===== src/rtl/pc_seq_pkg.sv =====
// Shared types and default widths for the program-counter sequencing controller.
package pc_seq_pkg;

  localparam int unsigned STALL_W_DEF = 3;
  localparam int unsigned CNT_W_DEF   = 16;

  typedef enum logic [1:0] {
    ST_IDLE  = 2'd0,
    ST_RUN   = 2'd1,
    ST_STALL = 2'd2,
    ST_HALT  = 2'd3
  } pc_seq_state_t;

endpackage


===== src/rtl/stall_timer.sv =====
// Down-counter holding the remaining extra cycles of a multi-cycle instruction.
module stall_timer #(
  parameter int unsigned W = 3
) (
  input  logic         Clk,
  input  logic         Reset_n,
  input  logic         load,
  input  logic [W-1:0] load_val,
  input  logic         dec,
  output logic         last
);

  logic [W-1:0] cnt;

  always_ff @(posedge Clk or negedge Reset_n) begin
    if (!Reset_n) begin
      cnt <= '0;
    end else if (load) begin
      cnt <= load_val;
    end else if (dec && (cnt != '0)) begin
      cnt <= cnt - W'(1);
    end
  end

  assign last = (cnt == W'(1));

endmodule


===== src/rtl/pc_seq_ctrl.sv =====
// PC sequencing FSM (IDLE/RUN/STALL/HALT) with optional performance counters.
// Define PERF_CNT_EN to build the CycCnt/StallCnt counters; otherwise they read 0.
module pc_seq_ctrl
  import pc_seq_pkg::*;
#(
  parameter int unsigned STALL_W = STALL_W_DEF,
  parameter int unsigned CNT_W   = CNT_W_DEF
) (
  input  logic               Clk,
  input  logic               Reset_n,
  input  logic               Start,
  input  logic               Halt,
  input  logic               Resume,
  input  logic               MultiCyc,
  input  logic [STALL_W-1:0] StallLen,
  input  logic               Jen,
  input  logic               Zero,
  output logic               PcRst,
  output logic               PcEn,
  output logic               PcLoad,
  output logic               Busy,
  output logic               Halted,
  output logic [CNT_W-1:0]   CycCnt,
  output logic [CNT_W-1:0]   StallCnt
);

  pc_seq_state_t state;
  pc_seq_state_t state_nxt;
  logic          timer_load;
  logic          timer_dec;
  logic          timer_last;

  stall_timer #(
    .W (STALL_W)
  ) u_stall_timer (
    .Clk      (Clk),
    .Reset_n  (Reset_n),
    .load     (timer_load),
    .load_val (StallLen),
    .dec      (timer_dec),
    .last     (timer_last)
  );

  always_ff @(posedge Clk or negedge Reset_n) begin
    if (!Reset_n) begin
      state <= ST_IDLE;
    end else begin
      state <= state_nxt;
    end
  end

  // Next state and zero-latency PC controls; Halt outranks MultiCyc in RUN.
  always_comb begin
    state_nxt  = state;
    PcRst      = 1'b0;
    PcEn       = 1'b0;
    timer_load = 1'b0;
    timer_dec  = 1'b0;
    case (state)
      ST_IDLE: begin
        PcRst = 1'b1;
        if (Start) begin
          state_nxt = ST_RUN;
        end
      end
      ST_RUN: begin
        if (Halt) begin
          state_nxt = ST_HALT;
        end else if (MultiCyc && (StallLen != '0)) begin
          timer_load = 1'b1;
          state_nxt  = ST_STALL;
        end else begin
          PcEn = 1'b1;
        end
      end
      ST_STALL: begin
        timer_dec = 1'b1;
        if (timer_last) begin
          PcEn      = 1'b1;
          state_nxt = ST_RUN;
        end
      end
      ST_HALT: begin
        if (Resume) begin
          state_nxt = ST_RUN;
        end
      end
      default: begin
        state_nxt = ST_IDLE;
      end
    endcase
  end

  assign PcLoad = PcEn & Jen & Zero;
  assign Busy   = (state == ST_RUN) || (state == ST_STALL);
  assign Halted = (state == ST_HALT);

`ifdef PERF_CNT_EN
  logic [CNT_W-1:0] cyc_q;
  logic [CNT_W-1:0] stl_q;

  // Saturating activity counters, cleared when a new run is started.
  always_ff @(posedge Clk or negedge Reset_n) begin
    if (!Reset_n) begin
      cyc_q <= '0;
      stl_q <= '0;
    end else if ((state == ST_IDLE) && Start) begin
      cyc_q <= '0;
      stl_q <= '0;
    end else begin
      if (Busy && (cyc_q != '1)) begin
        cyc_q <= cyc_q + CNT_W'(1);
      end
      if ((state == ST_STALL) && (stl_q != '1)) begin
        stl_q <= stl_q + CNT_W'(1);
      end
    end
  end

  assign CycCnt   = cyc_q;
  assign StallCnt = stl_q;
`else
  assign CycCnt   = '0;
  assign StallCnt = '0;
`endif

endmodule


===== config.mk =====
export PLATFORM = sky130hd
export DESIGN_NAME = pc_seq_ctrl
export DESIGN_NICKNAME = d
export VERILOG_FILES = /design/src/rtl/pc_seq_pkg.sv /design/src/rtl/stall_timer.sv /design/src/rtl/pc_seq_ctrl.sv
export SDC_FILE = /design/constraint.sdc
export NUM_CORES = 1
export LEC_CHECK = 0
export ABC_AREA = 1
export BUFFER_PORTS_ARGS = -buffer_cell sky130_fd_sc_hd__buf_2
export CAP_MARGIN = 20
export CORE_MARGIN = 4
export CORE_UTILIZATION = 35
export CTS_CLUSTER_SIZE = 12
export DETAILED_ROUTE_END_ITERATION = 8
export GPL_TIMING_DRIVEN = 0
export PLACE_DENSITY = 0.77
export SETUP_SLACK_MARGIN = 0.2
export SLEW_MARGIN = 20
export SYNTH_ARGS = -nofsm -noshare
export SYNTH_HDL_FRONTEND = slang
export SYNTH_SLANG_ARGS = --single-unit
export TNS_END_PERCENT = 20

===== constraint.sdc =====
create_clock -name Clk -period 1.4 [get_ports Clk]
set_clock_uncertainty 0.15 [all_clocks]
set_input_delay 0.07 -clock Clk [delete_from_list [all_inputs] [get_ports Clk]]
set_output_delay 0.07 -clock Clk [all_outputs]
set_load 0.005 [all_outputs]

==> summary.md, run 1 <==
| Metric | Value |
|---|---|
| Crit Path Max Fanout | `4` |
| Register area | `approximately 130 um^2` |
| # Max-Cap Violations | `0` |
| Final hold violation count | `0` |
| Commonest non-fill, non-tap cell in the layout | `buf_4` |
| WL per Instance | `7.58 um` |
| Post-Route Utilization | `a little under three fifths` |
| Die height | `~54 um` |
| Vias in the first global route | `582` |
| Area Overhead vs Synth | `52.8%` |
| CTS tree | `yes` |
| Met1 WL | `about 480 um` |
| H-tree depth | `1` |
| Vias per Instance | `between 3 and 4` |
| Seq/Total Area, Yosys | `17.1%` |
| Synth area leaders | `buf_4 33%, dfrtp_1 17%, ha_1 12%, nand2_1 8.2%, nand2_2 6.0%` |
| RR Startpoint | `state[1]$_DFFE_PN0P_` |
| Clock root cell | `clkbuf_4` |
| Setup TNS | `-422 ps` |
| Core area | `around 2000 um^2` |
| Wire length on met2 | `750 um` |
| Fin crit period | `1560 ps` |
| First-pass GRT wire length | `~2100 um` |
| Initial core utilization | `a little under two fifths` |
| Via Count | `around 650` |
| Final Setup Violations | `5` |
| Commonest cells after routing, fill and taps aside | `37 x buf_4, 32 x conb_1, 16 x nand2_1` |
| Fin. max-slew vios | `0` |
| Worst Setup SP | `state[0]$_DFFE_PN0P_` |
| Status | `finished, violations left` |
| Leakage | `between 0.0006 and 0.0007 uW` |
| Seq cells post-synth | `5` |
| Tcrit/Tclk final | `112%` |
| GP Congestion | `0.615` |
| # DRC | `0` |
| WHS | `around 14 ps` |
| Setup WS post-layout | `-161 ps` |
| Crit Path Class | `reg2out` |
| Violated checks | `setup timing` |
| GR Overflow Total | `0` |
| Final nets | `about 180` |
| Largest net degree at the start of global routing | `7` |
| Critical Path AT | `around 1300 ps` |
| Multi-input logic area | `~480 um^2` |
| Area of the mapped netlist | `approximately 730 um^2` |
| Max Clock Freq | `~0.64 GHz` |
| Met3 WL | `between 150 and 200 um` |
| Syn avg cell area | `about 7.4 um^2` |
| Clock Pin Slew Worst Setup and Hold Paths | `~40 ps` |
| Max VDD drop | `between 0.6 and 0.7 mV` |
| Share of the synthesized area in the top cell type | `~33%` |
| Hold Path Class | `in2async` |
| Routed wire length | `approximately 1400 um` |
| Crit. End Element | `output port` |
| Port Buffers | `15` |
| Clock Path Buffers | `2` |
| Post-route ant nets | `0` |
| Largest area contributor in the netlist | `buf_4` |
| I/O pin count | `48` |
| Full die area | `between 2000 and 3000 um^2` |
| 1st-pass router iterations | `4` |
| CP startpoint kind | `flop` |
| Clk sinks | `5` |
| Distinct cells, synth | `18` |
| FILL cells | `just under 200` |
| Worst EP required | `between 1000 and 1500 ps` |
| Antenna violations before repair | `0` |
| Uppermost routed layer | `met4` |
| CTS Buf Count | `3` |
| Layout cells sized above 1 | `about 50%` |
| Detailed placement HPWL | `between 1000 and 1500 um` |
| Total Routing Usage GR | `between 10% and 20%` |
| Power Density | `around 1300 nW/um^2` |
| Die Wd | `between 50 and 60 um` |
| Num rows | `16` |
| Mapped Cells | `99` |
| RSZ-0062 raised after global routing | `true` |
| Synth warn | `0` |
| DP Cell Count | `between 150 and 200` |
| DRT iter0 DRCs | `7` |
| Clk Latency, worst-skew pair | `between 200 and 300 ps` |
| Ant diodes | `0` |
| Fin cells | `between 150 and 200` |
[final timing paths]
path	to	cells past startpoint	slack (ps)
min in group Clk	u_stall_timer.cnt[1]$_DFFE_PN0P_	5	20
max in group asynchronous	state[0]$_DFFE_PN0P_	2	950
setup reg to reg	state[0]$_DFFE_PN0P_	7	-60
setup / recovery	PcLoad	7	-160
hold / removal	state[0]$_DFFE_PN0P_	2	10
hold reg to reg	u_stall_timer.cnt[1]$_DFFE_PN0P_	2	360
[kinds of logic (layout without fill, tap and decap cells)]
logic type | count (synthesis) | after routing | share of synthesized area (%)
buffers and inverters | 45 | 73 | 39.5
flip-flops | 5 | 5 | 17.1
AND/OR/NAND/NOR | 37 | 37 | 26.8
XOR/XNOR | 1 | 1 | 1.20
adder cells (fa/ha/maj) | 7 | 7 | 12.0
AO/OA/AOI/OAI | 3 | 3 | 2.90
other | 1 | 32 | 0.512
[cell usage after synthesis, drive strengths merged]
cell type	instances
nand4	1
inv	13
o21ai	2
nand3	8
nand2	23
xnor2	1
ha	7
conb	1
nor2	5
buf	32
a21boi	1
dfrtp	5
[routing by layer]
metal	up-vias	GRT usage (%)
li1	353	-
met1	262	9.72
met2	29	17.9
met3	2	2.22
met4	0	8.09
met5	-	0
[layout make-up]
cell class	instances	share of cell area (%)
repair buffers	24	14.8
plain buffers	32	21.5
well taps	27	3.02
flip-flops and latches	5	11.3
clock buffers	4	2.35
multi-input cells	80	42.7
inverters	13	4.36
[flip-flops by register name, summed over array words and instances, names as in the netlist]
register and cells:
u_stall_timer.cnt 3, state 2
[worst max-delay path, cell delays in order, from the launching register on]
cell and delay (ps):
dfrtp_2 440, inv_2 110, ha_4 150, nand3_1 90, nand2_2 80, nand2_2 50, nor2_2 60, buf_2 110
[where the power goes]
part,switching (uW),internal [uW],total [uW]
sequential,67.3,223,290
clock,63.4,108,171
combinational,513,523,1040
[metrics by stage]
stage	area (um^2)	power (uW)	setup WS (ps)
final	1120	1500	-161
after global routing	1120	1640	-237
after CTS	1110	1470	-175
after detailed placement	960	1060	-81.3
after global placement	960	1020	-50.7
after floorplan	851	877	61.3
[repair_timing]
| item | in CTS | in global routing |
|---|---|---|
| endpoints found under the hold margin | 8 | 0 |
| hold buffers | 4 | 0 |
| buffers inserted | 5 | 0 |
| pin swaps | 6 | 4 |
| endpoints found under the setup margin | 10 | 10 |
| gates resized for setup | 9 | 2 |
Power figures use the tool's default switching activity.
==> run 2, diff against run 1 <==
--- a/config.mk
+++ b/config.mk
@@ -6,7 +6,7 @@
 export NUM_CORES = 1
 export LEC_CHECK = 0
 export ABC_AREA = 1
-export BUFFER_PORTS_ARGS = -buffer_cell sky130_fd_sc_hd__buf_2
+export BUFFER_PORTS_ARGS = -buffer_cell sky130_fd_sc_hd__buf_4
 export CAP_MARGIN = 20
 export CORE_MARGIN = 4
 export CORE_UTILIZATION = 35
==> run 2 against run 1 <==
The flow still finishes with violations (setup timing). Clock-buffer cell count did not move. Routed wire length rose by 0.21%. Worst setup slack improved by 19 ps. Critical path type unchanged. Largest power group unchanged.
==> summary.md, run 2 (synthesized netlist as in run 1, its figures left out) <==
| Metric | Value |
|---|---|
| Status | `finished, violations left` |
| Violated checks | `setup timing` |
| Worst R2R Setup Slack | `-80 ps (-20 ps)` |
| Fin. max-slew vios | `0 (unchanged)` |
| Area Overhead vs Synth | `57.4%` |
| RSZ-0062 raised after global routing | `true` |
| Clk Latency, worst-skew pair | `240 ps (about the same)` |
| DP Cell Count | `172 (unchanged)` |
| Die Wd | `53.7 um (unchanged)` |
| DRT iter0 DRCs | `4 (-3)` |
| I/O pin count | `48 (unchanged)` |
| Antenna violations before repair | `0 (unchanged)` |
| Crit Path Max Fanout | `4 (unchanged)` |
| Total Routing Usage GR | `9.56% (-0.46 points)` |
| DP Worst Slack | `-66.8 ps (+14.5 ps)` |
| Full die area | `2890 um^2 (unchanged)` |
| Design internal power | `857 uW (+0.39%)` |
| Via Count | `669 (+3.6%)` |
| H-tree depth | `1 (unchanged)` |
| Max FFs per register | `3 (unchanged)` |
| First-pass GRT wire length | `2040 um (-3.3%)` |
| 1st-pass router iterations | `4 (unchanged)` |
| Fin cells | `186 (+0.54%)` |
| Port Buffers | `15 (unchanged)` |
| GR Overflow Total | `0 (unchanged)` |
| Largest register by flop count | `u_stall_timer.cnt` |
| Final nets | `178 (+0.56%)` |
| Clk pwr share | `11.1% (-0.4 points)` |
| Worst r2r path cells | `8 (+1)` |
| Power Density | `1300 nW/um^2 (-3.1%)` |
| Clock root cell | `clkbuf_4` |
| Crit. End Element | `output port` |
| Commonest non-fill, non-tap cell in the layout | `buf_4` |
| Hold Path Class | `in2async` |
| Clock Path Buffers | `2 (unchanged)` |
| Routed wire length | `1410 um (+0.21%)` |
| Crit Path Class | `reg2out` |
| Core area | `1980 um^2 (unchanged)` |
| # DRC | `0 (unchanged)` |
| # Max-Cap Violations | `0 (unchanged)` |
| Largest net degree at the start of global routing | `7 (unchanged)` |
| Max Clock Freq | `0.648 GHz (+1.2%)` |
| RR Startpoint | `state[0]$_DFFE_PN0P_` |
| Final hold violation count | `0 (unchanged)` |
| Layout cells sized above 1 | `50.9% (+0.94 points)` |
| Final Setup Violations | `4 (-1)` |
| CP startpoint kind | `flop` |
| CTS Buf Count | `3 (unchanged)` |
| Setup TNS | `-438 ps (-16.2 ps)` |
| Die height | `53.7 um (unchanged)` |
| WL per Instance | `7.56 um (-0.32%)` |
| Fin crit period | `1540 ps (-19.0 ps)` |
| Switching portion of total power | `42.6% (-0.35 points)` |
| Worst EP required | `1180 ps (about the same)` |
| Commonest cells after routing, fill and taps aside | `53 x buf_4, 32 x conb_1, 16 x nand2_1` |
| Met1 WL | `458 um (-3.6%)` |
| Tcrit/Tclk final | `110% (-1.4 points)` |
| Setup WS post-layout | `-142 ps (+19.0 ps)` |
| Power share of the combinational group | `69.0% (-0.2 points)` |
| Met3 WL | `174 um (+11%)` |
| Initial core utilization | `36.9% (unchanged)` |
| Ant diodes | `0 (unchanged)` |
| Uppermost routed layer | `met4` |
| Sw Pwr | `637 uW (-1.0%)` |
| GP Congestion | `0.629 (+2.3%)` |
| Clk sinks | `5 (unchanged)` |
| Vias per Instance | `3.60 (+3.0%)` |
| Top flop regs | `u_stall_timer.cnt: 3 flops, state: 2 flops` |
| Clock Pin Slew Worst Setup and Hold Paths | `40 ps (about the same)` |
| Vias in the first global route | `551 (-5.3%)` |
| Leakage | `0.000686 uW (+0.99%)` |
| Critical Path AT | `1320 ps (-20 ps)` |
| FILL cells | `189 (-3.1%)` |
| Num rows | `16 (unchanged)` |
| CTS tree | `yes` |
| Post-route ant nets | `0 (unchanged)` |
| Fin area | `1150 um^2 (+3.0%)` |
| Sequential Power Share | `19.9% (+0.5 points)` |
| Critical R2R Capture | `state[0]$_DFFE_PN0P_` |
| DP Area | `997 um^2 (+3.9%)` |
| Max VDD drop | `0.844 mV (+30%)` |
| Detailed placement HPWL | `1150 um (-2.4%)` |
| Wire length on met2 | `735 um (-2.0%)` |
-- run 2: cell count changes in the layout (fill, tap and decap cells not counted) --
| cell | delta |
|---|---|
| o21ai_2 | -1 |
| ha_1 | -1 |
| o21ai_1 | +1 |
| buf_6 | -2 |
| ha_2 | +1 |
| buf_2 | -13 |
| inv_4 | +1 |
| buf_4 | +16 |
| inv_1 | -1 |
-- run 2: area by class of cell --
type                       instances  area, um^2  share of cell area (%)
multi-input combinational         80         477                    41.4
buffer                            32         240                    20.8
timing repair buffer              25         198                    17.2
sequential                         5         126                    11.0
inverter                          13        51.3                    4.45
tap                               27        33.8                    2.93
clock buffer                       4        26.3                    2.28
-- run 2: how the worst max path moves through the flow --
stage                         start                                to  slack (ps)  cells past startpoint
2_1_floorplan  state[1]$_DFFE_PN0P_  u_stall_timer.cnt[0]$_DFFE_PN0P_          60                      9
3_3_place_gp   state[1]$_DFFE_PN0P_                            PcLoad         -60                      9
3_5_place_dp   state[1]$_DFFE_PN0P_                            PcLoad         -70                      9
4_1_cts        state[1]$_DFFE_PN0P_                            PcLoad        -160                      9
5_1_grt        state[1]$_DFFE_PN0P_                            PcLoad        -210                      9
6_report       state[0]$_DFFE_PN0P_                            PcLoad        -140                      7
-- run 2: worst max-delay path: stages, from the launching register on --
cell and delay (ps):
dfrtp_2 450, inv_4 90, ha_4 150, nand3_1 90, nand2_2 80, nand2_2 50
nor2_2 70, buf_4 110
-- run 2: power by group through the flow --
stage,Combinational [uW],Clock [uW],Sequential [uW]
final,1030,166,297
after CTS,954,168,288
after floorplan,605,0,272
after detailed placement,820,0,287
after global routing,1150,172,310
after global placement,785,0,281
-- run 2: repair_timing --
item / CTS / global route
hold buffers: 4 / 0
endpoints found under the hold margin: 8 / 0
gates resized for setup: 7 / 4
pin swaps: 6 / 2
setup buffers: 5 / 1
setup endpoints to repair: 10 / 10
-- run 2: metal layers --
metal | vias up | global-route usage [%]
met5 | - | 0
met4 | 0 | 5.11
met3 | 4 | 1.66
met2 | 32 | 19.2
met1 | 275 | 8.89
li1 | 358 | -
-- run 2: per-stage QoR --
| step | hold WS [ps] | power (uW) | utilization [%] |
|---|---|---|---|
| final | 16.6 | 1490 | 58.1 |
| after global routing | 50.8 | 1640 | 58.1 |
| after CTS | 20.8 | 1410 | 56.9 |
| after detailed placement | -276 | 1110 | 50.3 |
| after global placement | -278 | 1070 | 50.3 |
| after floorplan | -376 | 877 | - |
==> run 3, diff against run 2 <==
--- a/config.mk
+++ b/config.mk
@@ -9,11 +9,11 @@
 export BUFFER_PORTS_ARGS = -buffer_cell sky130_fd_sc_hd__buf_4
 export CAP_MARGIN = 20
 export CORE_MARGIN = 4
-export CORE_UTILIZATION = 35
+export CORE_UTILIZATION = 37
 export CTS_CLUSTER_SIZE = 12
 export DETAILED_ROUTE_END_ITERATION = 8
 export GPL_TIMING_DRIVEN = 0
-export PLACE_DENSITY = 0.77
+export PLACE_DENSITY = 0.81
 export SETUP_SLACK_MARGIN = 0.2
 export SLEW_MARGIN = 20
 export SYNTH_ARGS = -nofsm -noshare
==> run 3 against run 2 <==
The flow still finishes with violations (setup timing). First-iteration DRC count increased to 4.5 times the previous value. Register-to-register slack got worse by 30 ps. Combinational power about the same. Fmax decreased by 4.2%. Critical path depth increased by 2. Total power decreased by 0.15%. Global-route usage increased by 1.2 points. Critical path type unchanged. Largest cell class unchanged.
==> summary.md, run 3 (synthesized netlist as in run 1, its figures left out) <==
| Metric | Value |
|---|---|
| Status | `finished, violations left` |
| Violated checks | `setup timing` |
| H-tree depth | `1 (unchanged)` |
| Largest net degree at the start of global routing | `7 (unchanged)` |
| Critical-path cell list | `inv_2, ha_4, inv_2, nor2_4, nand2_2, nand2_2, nand2_2, nor2_2, buf_4` |
| Setup TNS | `-897 ps (-458 ps)` |
| GR Overflow Total | `0 (unchanged)` |
| 1st-pass router iterations | `4 (unchanged)` |
| Leakage | `0.000685 uW (about the same)` |
| WL per Instance | `8.51 um (+13%)` |
| Num rows | `15 (-1)` |
| I/O pin count | `48 (unchanged)` |
| First-pass GRT wire length | `2180 um (+7.1%)` |
| Met2 GRT Util | `20.2% (+1.1 points)` |
| Top flop regs | `u_stall_timer.cnt: 3 flops, state: 2 flops` |
| Via Count | `669 (unchanged)` |
| Sequential Power Share | `19.5% (-0.4 points)` |
| Full die area | `2750 um^2 (-4.6%)` |
| Sw Pwr | `644 uW (+1.2%)` |
| Worst path slowest cell | `dfrtp_1` |
| Clk pwr share | `11.1% (about the same)` |
| Max stage delay on crit path | `380 ps (-70 ps)` |
| Power Density | `1310 nW/um^2 (+0.73%)` |
| GP Congestion | `0.676 (+7.5%)` |
| Max VDD drop | `0.876 mV (+3.8%)` |
| Switching portion of total power | `43.2% (+0.55 points)` |
| WHS | `5.67 ps (-10.9 ps)` |
| Final hold violation count | `0 (unchanged)` |
| Area Overhead vs Synth | `56.1%` |
| Clk Latency, worst-skew pair | `240 ps (about the same)` |
| Gr busiest metal | `met2` |
| Crit Path Class | `reg2out` |
| Power share of the combinational group | `69.4% (+0.4 points)` |
| Critical Path AT | `1390 ps (+70 ps)` |
| Hold Path Class | `in2reg` |
| Crit. End Element | `output port` |
| Total Routing Usage GR | `10.8% (+1.2 points)` |
| Fin crit period | `1610 ps (+67.0 ps)` |
| Clock Path Buffers | `2 (unchanged)` |
| Ant diodes | `0 (unchanged)` |
| Die Wd | `52.5 um (-2.3%)` |
| DRT iter0 DRCs | `18 (+14)` |
| Max Clock Freq | `0.621 GHz (-4.2%)` |
| CTS Buf Count | `3 (unchanged)` |
| Most frequent CP cell | `nand2_2` |
| Post-route ant nets | `0 (unchanged)` |
| Antenna violations before repair | `0 (unchanged)` |
| Clock Pin Slew Worst Setup and Hold Paths | `40 ps (about the same)` |
| Die height | `52.5 um (-2.3%)` |
| Clock root cell | `clkbuf_4` |
| Crit Path Max Fanout | `3 (-1)` |
| Family with the most delay on the worst path | `simple AND/OR/NAND/NOR gates` |
| Layout cells sized above 1 | `50.0% (-0.94 points)` |
| CP startpoint kind | `flop` |
| Setup WS post-layout | `-209 ps (-67.0 ps)` |
| Final nets | `177 (-0.56%)` |
| Met3 Use GR | `2.56% (+0.90 points)` |
| Routed wire length | `1560 um (+11%)` |
| Vias in the first global route | `557 (+1.1%)` |
| RSZ-0062 raised after global routing | `true` |
| Tcrit/Tclk final | `115% (+4.8 points)` |
| # DRC | `0 (unchanged)` |
| Commonest cells after routing, fill and taps aside | `52 x buf_4, 32 x conb_1, 16 x nand2_1` |
| Fin. max-slew vios | `0 (unchanged)` |
| Clk sinks | `5 (unchanged)` |
| CTS tree | `yes` |
| Design internal power | `847 uW (-1.1%)` |
| Max FFs per register | `3 (unchanged)` |
| Detailed placement HPWL | `1220 um (+5.8%)` |
| Initial core utilization | `40.6% (+3.7 points)` |
| Largest register by flop count | `u_stall_timer.cnt` |
| Worst EP required | `1180 ps (about the same)` |
| Crit path buffers/inverters | `3 (+1)` |
| Met1 global-route usage | `10.0% (+1.1 points)` |
| Port Buffers | `15 (unchanged)` |
| # Max-Cap Violations | `0 (unchanged)` |
| Commonest non-fill, non-tap cell in the layout | `buf_4` |
| Vias per Instance | `3.66 (+1.6%)` |
| Final Setup Violations | `7 (+3)` |
| Core area | `1800 um^2 (-9.1%)` |
| Pwr Total | `1490 uW (-0.15%)` |
run 3: power by group through the flow:
stage | Combinational [uW] | Sequential [uW] | Clock (uW)
finish | 1040 | 290 | 165
global route | 1140 | 298 | 182
CTS | 965 | 287 | 172
detailed placement | 810 | 290 | 0
global placement | 784 | 281 | 0
floorplan | 605 | 272 | 0
run 3: metrics by stage:
stage | area, um^2 | worst slack (ps) | instances | util [%]
2_1_floorplan | 851 | 61.3 | 130 | -
3_3_place_gp | 995 | -52.7 | 170 | 55.2
3_5_place_dp | 995 | -86.1 | 170 | 55.2
4_1_cts | 1120 | -175 | 182 | 62.4
5_1_grt | 1140 | -277 | 183 | 63.4
6_report | 1140 | -209 | 183 | 63.4
run 3: per-layer routing:
metal | part of all wire (%) | vias up
li1 | - | 351
met1 | 32 | 283
met2 | 56 | 30
met3 | 9.1 | 5
met4 | 2.6 | 0
met5 | 0 | -
run 3: area by class of cell:
cell class                 instances  area (um^2)
timing repair buffer              24          190
inverter                          13         48.8
tap                               25         31.3
clock buffer                       4         26.3
fill                             155          659
buffer                            32          240
sequential                         5          126
multi-input combinational         80          479
run 3: repair_timing:
item | 4_1_cts | 5_1_grt
resized for setup | 9 | 1
hold buffers | 4 | 0
buffers inserted | 4 | 1
endpoints found under the setup margin | 10 | 10
hold endpoints to repair | 8 | 0
pin swaps | 5 | 4
run 3: worst paths after layout:
| path | startpoint | endpoint | slack (ps) | cells past startpoint |
|---|---|---|---|---|
| max reg2reg | state[0]$_DFFE_PN0P_ | u_stall_timer.cnt[1]$_DFFE_PN0P_ | -110 | 9 |
| min in group asynchronous | Reset_n | state[1]$_DFFE_PN0P_ | 20 | 2 |
| min | StallLen[1] | u_stall_timer.cnt[1]$_DFFE_PN0P_ | 6 | 5 |
| max in group asynchronous | Reset_n | state[0]$_DFFE_PN0P_ | 970 | 2 |
| min reg2reg | u_stall_timer.cnt[1]$_DFFE_PN0P_ | u_stall_timer.cnt[1]$_DFFE_PN0P_ | 360 | 2 |
| max | state[1]$_DFFE_PN0P_ | PcLoad | -210 | 9 |
run 3: worst min-delay path, delay by kind of cell:
family,cells,cell delay (ps)
buf+inv,2,120
simple gates,3,170
